==> src/rtl/id_ex_stage.sv <==
// ID/EX pipeline register for the 5-stage RV32I core: captures decode results,
// inserts one bubble per load-use hazard, and honours downstream stall and flush.
module id_ex_stage #(
    parameter int DATA_WIDTH     = 32,
    parameter int REG_ADDR_WIDTH = 5,
    parameter int CNT_WIDTH      = 16
) (
    input  logic                      clk,
    input  logic                      reset_n,
    input  logic                      id_valid,
    input  logic [6:0]                id_op,
    input  logic [2:0]                id_funct3,
    input  logic [6:0]                id_funct7,
    input  logic [DATA_WIDTH-1:0]     id_pc,
    input  logic [DATA_WIDTH-1:0]     id_rs1_data,
    input  logic [DATA_WIDTH-1:0]     id_rs2_data,
    input  logic [DATA_WIDTH-1:0]     id_imm,
    input  logic [REG_ADDR_WIDTH-1:0] id_rs1,
    input  logic [REG_ADDR_WIDTH-1:0] id_rs2,
    input  logic [REG_ADDR_WIDTH-1:0] id_rd,
    input  logic                      id_mem_read,
    input  logic                      id_mem_write,
    input  logic                      id_reg_write,
    input  logic                      id_jump,
    input  logic                      id_branch,
    input  logic                      ex_stall,
    input  logic                      ex_flush,
    output logic                      ex_valid,
    output logic [6:0]                ex_op,
    output logic [2:0]                ex_funct3,
    output logic [6:0]                ex_funct7,
    output logic [DATA_WIDTH-1:0]     ex_pc,
    output logic [DATA_WIDTH-1:0]     ex_rs1_data,
    output logic [DATA_WIDTH-1:0]     ex_rs2_data,
    output logic [DATA_WIDTH-1:0]     ex_imm,
    output logic [REG_ADDR_WIDTH-1:0] ex_rs1,
    output logic [REG_ADDR_WIDTH-1:0] ex_rs2,
    output logic [REG_ADDR_WIDTH-1:0] ex_rd,
    output logic                      ex_mem_read,
    output logic                      ex_mem_write,
    output logic                      ex_reg_write,
    output logic                      ex_jump,
    output logic                      ex_branch,
    output logic                      load_use_stall,
    output logic [CNT_WIDTH-1:0]      bubble_count
);

    localparam logic [6:0] OP_LUI    = 7'b0110111;
    localparam logic [6:0] OP_AUIPC  = 7'b0010111;
    localparam logic [6:0] OP_JAL    = 7'b1101111;
    localparam logic [6:0] OP_RTYPE  = 7'b0110011;
    localparam logic [6:0] OP_STORE  = 7'b0100011;
    localparam logic [6:0] OP_BRANCH = 7'b1100011;
    localparam logic [CNT_WIDTH-1:0] CNT_ONE = {{(CNT_WIDTH-1){1'b0}}, 1'b1};

    logic uses_rs1;
    logic uses_rs2;
    logic load_data;

    assign uses_rs1 = !((id_op == OP_LUI) || (id_op == OP_AUIPC) || (id_op == OP_JAL));
    assign uses_rs2 = (id_op == OP_RTYPE) || (id_op == OP_STORE) || (id_op == OP_BRANCH);

    // x0 as a load destination never creates a dependency
    assign load_use_stall = ex_valid & ex_mem_read & (ex_rd != '0) & id_valid &
                            ((uses_rs1 & (ex_rd == id_rs1)) | (uses_rs2 & (ex_rd == id_rs2)));

    // A flush still captures the decode fields; only valid and control are killed
    assign load_data = ex_flush | (!ex_stall & !load_use_stall);

    always_ff @(posedge clk or negedge reset_n) begin
        if (!reset_n) begin
            ex_valid     <= 1'b0;
            ex_mem_read  <= 1'b0;
            ex_mem_write <= 1'b0;
            ex_reg_write <= 1'b0;
            ex_jump      <= 1'b0;
            ex_branch    <= 1'b0;
            bubble_count <= '0;
        end else if (ex_flush) begin
            ex_valid     <= 1'b0;
            ex_mem_read  <= 1'b0;
            ex_mem_write <= 1'b0;
            ex_reg_write <= 1'b0;
            ex_jump      <= 1'b0;
            ex_branch    <= 1'b0;
        end else if (ex_stall) begin
            ex_valid     <= ex_valid;
        end else if (load_use_stall) begin
            ex_valid     <= 1'b0;
            ex_mem_read  <= 1'b0;
            ex_mem_write <= 1'b0;
            ex_reg_write <= 1'b0;
            ex_jump      <= 1'b0;
            ex_branch    <= 1'b0;
            if (bubble_count != '1)
                bubble_count <= bubble_count + CNT_ONE;
        end else begin
            ex_valid     <= id_valid;
            ex_mem_read  <= id_mem_read  & id_valid;
            ex_mem_write <= id_mem_write & id_valid;
            ex_reg_write <= id_reg_write & id_valid;
            ex_jump      <= id_jump      & id_valid;
            ex_branch    <= id_branch    & id_valid;
        end
    end

    always_ff @(posedge clk or negedge reset_n) begin
        if (!reset_n) begin
            ex_op       <= '0;
            ex_funct3   <= '0;
            ex_funct7   <= '0;
            ex_pc       <= '0;
            ex_rs1_data <= '0;
            ex_rs2_data <= '0;
            ex_imm      <= '0;
            ex_rs1      <= '0;
            ex_rs2      <= '0;
            ex_rd       <= '0;
        end else if (load_data) begin
            ex_op       <= id_op;
            ex_funct3   <= id_funct3;
            ex_funct7   <= id_funct7;
            ex_pc       <= id_pc;
            ex_rs1_data <= id_rs1_data;
            ex_rs2_data <= id_rs2_data;
            ex_imm      <= id_imm;
            ex_rs1      <= id_rs1;
            ex_rs2      <= id_rs2;
            ex_rd       <= id_rd;
        end
    end

endmodule

==> config.mk <==
export PLATFORM = sky130hd
export DESIGN_NAME = id_ex_stage
export DESIGN_NICKNAME = d
export VERILOG_FILES = /design/src/rtl/id_ex_stage.sv
export SDC_FILE = /design/constraint.sdc
export NUM_CORES = 1
export LEC_CHECK = 0
export CAP_MARGIN = 20
export CORE_AREA = 2 2 139 141
export DETAILED_ROUTE_END_ITERATION = 7
export DIE_AREA = 0 0 141 143
export PLACE_DENSITY_LB_ADDON = 0.15
export SLEW_MARGIN = 0
export SYNTH_ARGS = -nofsm -noshare
export SYNTH_HDL_FRONTEND = slang
export SYNTH_SLANG_ARGS = --single-unit
==> constraint.sdc <==
create_clock -name clk -period 4.9 [get_ports clk]
set_input_delay 0.735 -clock clk [delete_from_list [all_inputs] [get_ports clk]]
set_output_delay 0.735 -clock clk [all_outputs]
set_load 0.005 [all_outputs]
==> impl_metrics.toml <==
[timing]
tightest_slew_ps = 946
finalCritPeriodShare_pct = 69.6
rsz0062_at_grt = "no"
finClkSkew_ps = 10.3
setup_viol = 0
setup_tns_ps = 0
fin_hold_ws_ps = 394
relSlewSlack_pct = 36.9
finalMaxSlewViolations = 0
min_period_ps = 3410
fmax_ghz = 0.293
hold_viol_final = 0

[yosys]
synth_cell_types = 26
yosys.area.top_type = "dfrtp_1"
netlist_top_cells_area = "dfrtp_1 (64%), mux2_1 (16%), mux2_2 (9.6%)"
ys_seq_area_share_pct = 63.8
yosys_warnings = 0
ys_ff_latch = 182
postSynthNetCount = 626
yosys.area.top_type_share_pct = 63.8
syn_area_per_cell_um2 = 15.7
synthCells = 455
syn_area_um2 = 7140

[floorplan]
die_w_um = 141
rows = 50
dieArea_um2 = 20200
die_y_um = 143
core_um2 = 18600
ios = 353
start_util_pct = 38.4

[layout]
drive_above_1_share_pct = 11.8
fill_cells = 1437
seq_area_um2 = 4550
layout.nets = 981
multiInputGateArea_um2 = 2400
syn2layout_area_growth_pct = 59.9
n_antenna_cell = 0

[global_routing]
grt_pass1_vias = 5340
grt_pass1_wl_um = 29400
grt-ovfl-total = 0
grt_usage_pct = 19.0
antenna_found_initial = 0
grt_max_degree = 106

[clock_network]
ctsHoldBuffers = 0
cts_sinks = 182
ctsResizeCount = 0
cts_setup_buffers = 0
clock_latency_ps = 420
cts_tree = "yes"
cts_buffer_depth = 2
cts-htree-levels = 4
cts.clk_slew.worst_paths_ps = 70
cts_root_buf = "clkbuf_16"
numCtsBuffers = 17

[place]
portBuffers = 352
dp_hpwl_um = 14600
finalWeightedCongestion = 0.810

[power_and_ir_drop]
pwr-share-seq_pct = 46.8
power.internal_mw = 2.78
switching_power_mw = 0.809
leakage_nw = 4.69
pwr-share-clk_pct = 36.9
comb_power_share_pct = 16.3
pwr_density_cell_nw_per_um2 = 314
finalPower_mw = 3.59
swShare_pct = 22.6
ir_drop_mv = 0.224

[drt]
drc = 0
routed-via-count = 5049
drt_iter0_markers = 135
wl_per_cell_um = 18.2
viasPerCell = 4.79
dr.pass1.iters = 4
ant_nets = 0
drt_wl_total_um = 19200

[setup_path]
crit_path_max_fanout = 10
required_ps = 4160
reg2reg_slack_ps = 2200
worstSetupPathType = "in -> out"
cp-end-kind = "output port"
critPathArrivalTime_ps = 2670
worstSetupStartpointType = "primary input"

[flow_run]
cap_violations = 0

[hold_path]
worst_hold_path_type = "in -> async"

[status]
status = "completed"
## cell usage in the layout (no fill, tap or decap), types with 2 or more instances in the layout
cell	count
nor2b_1	2
and2_1	2
nand2_1	8
and4_1	3
a32oi_1	5
mux2_1	100
a21oi_1	2
nand3_1	5
inv_1	2
dfrtp_1	182
xnor2_1	12
clkdlybuf4s50_1	351
bufinv_16	2
clkinvlp_4	2
nand4_1	9
nor2_1	13
inv_6	4
nor3_1	4
buf_4	3
clkinv_2	3
clkbuf_16	17
and3_1	5
mux2_2	61
xor2_1	13
buf_12	2
## path summary, 6_finish.rpt
kind | cells after the start | startpoint | end
max | 7 | id_rs2[2] | load_use_stall
min | 1 | reset_n | ex_pc[15]
max reg2reg | 7 | ex_rd[2] | ex_rs2[4]
min reg2reg | 1 | ex_imm[16] | ex_imm[16]
max in group asynchronous | 2 | reset_n | ex_pc[29]
min in group clk | 1 | ex_imm[16] | ex_imm[16]
## power by group through the flow
stage	sequential [mW]	clock [mW]	combinational, mW
final	1.68	1.32	0.584
after global routing	1.69	1.43	0.627
after CTS	1.68	1.36	0.597
after detailed placement	1.71	0	0.594
after global placement	1.70	0	0.586
after floorplan	1.71	0	0.147
## cell type report
type | count | area share (%)
flip-flops and latches | 182 | 39.9
repair buffers | 357 | 31.4
multi-input cells | 250 | 21.1
clock buffers | 19 | 3.88
well taps | 234 | 2.56
clock inverters | 11 | 1.10
inverters | 2 | 0.0658
## synth_stat cells
| cell type | number |
|---|---|
| nor2b_1 | 2 |
| ha_1 | 1 |
| o2111ai_1 | 1 |
| mux2_2 | 61 |
| xnor2_1 | 12 |
| a32oi_1 | 5 |
| a21oi_1 | 2 |
| and3_1 | 5 |
| nand3_1 | 5 |
| clkbuf_1 | 3 |
| nor3_1 | 4 |
| buf_2 | 7 |
| and4_1 | 3 |
| xor2_1 | 13 |
| a22oi_1 | 1 |
| o21ai_0 | 1 |
| nor2_1 | 13 |
| inv_1 | 2 |
| buf_6 | 11 |
| and2_1 | 2 |
| nand4_1 | 9 |
| nand2_1 | 8 |
| dfrtp_1 | 182 |
| mux2_1 | 100 |
| a21oi_4 | 1 |
| nor4_1 | 1 |
## stage by stage
stage               util (%)  std cells  instance area [µm²]  setup WS, ps
finish                  61.4       1055                11400          1490
global route            61.4       1055                11400          1340
CTS                     61.4       1054                11400          1510
detailed placement      58.3       1024                10800          1530
global placement        58.3       1024                10800          1500
floorplan                  -        455                 7140          2470
## sequential cells by signal (all words and copies together), names as in the netlist
register	cells
bubble_count	16
ex_branch	1
ex_funct3	3
ex_funct7	7
ex_imm	32
ex_jump	1
ex_mem_read	1
ex_mem_write	1
ex_op	7
ex_pc	32
ex_rd	5
ex_reg_write	1
ex_rs1	5
ex_rs1_data	32
ex_rs2	5
ex_rs2_data	32
ex_valid	1
## kinds of logic after synthesis
group / count (synthesis) / synth area share (%)
flops: 182 / 63.8
buf+inv: 23 / 2.49
compound gates: 11 / 1.28
fa+ha+maj: 1 / 0.175
xor+xnor: 25 / 3.07
mux: 161 / 25.4
simple gates: 52 / 3.77
## per-layer routing
metal,vias up,global-route usage [%],share of wire [%]
met5,-,0,0
met4,0,7.47,2.2
met3,28,6.07,8.1
met2,227,33.3,52
met1,2470,21.8,38
li1,2324,-,-
## worst max-delay path: stages
cell             delay, ps
clkdlybuf4s50_1        450
xor2_1                 160
nor3_1                 280
nand4_1                150
and2_1                 320
inv_1                  100
clkdlybuf4s50_1        500
(Power assumes the default switching activity.)
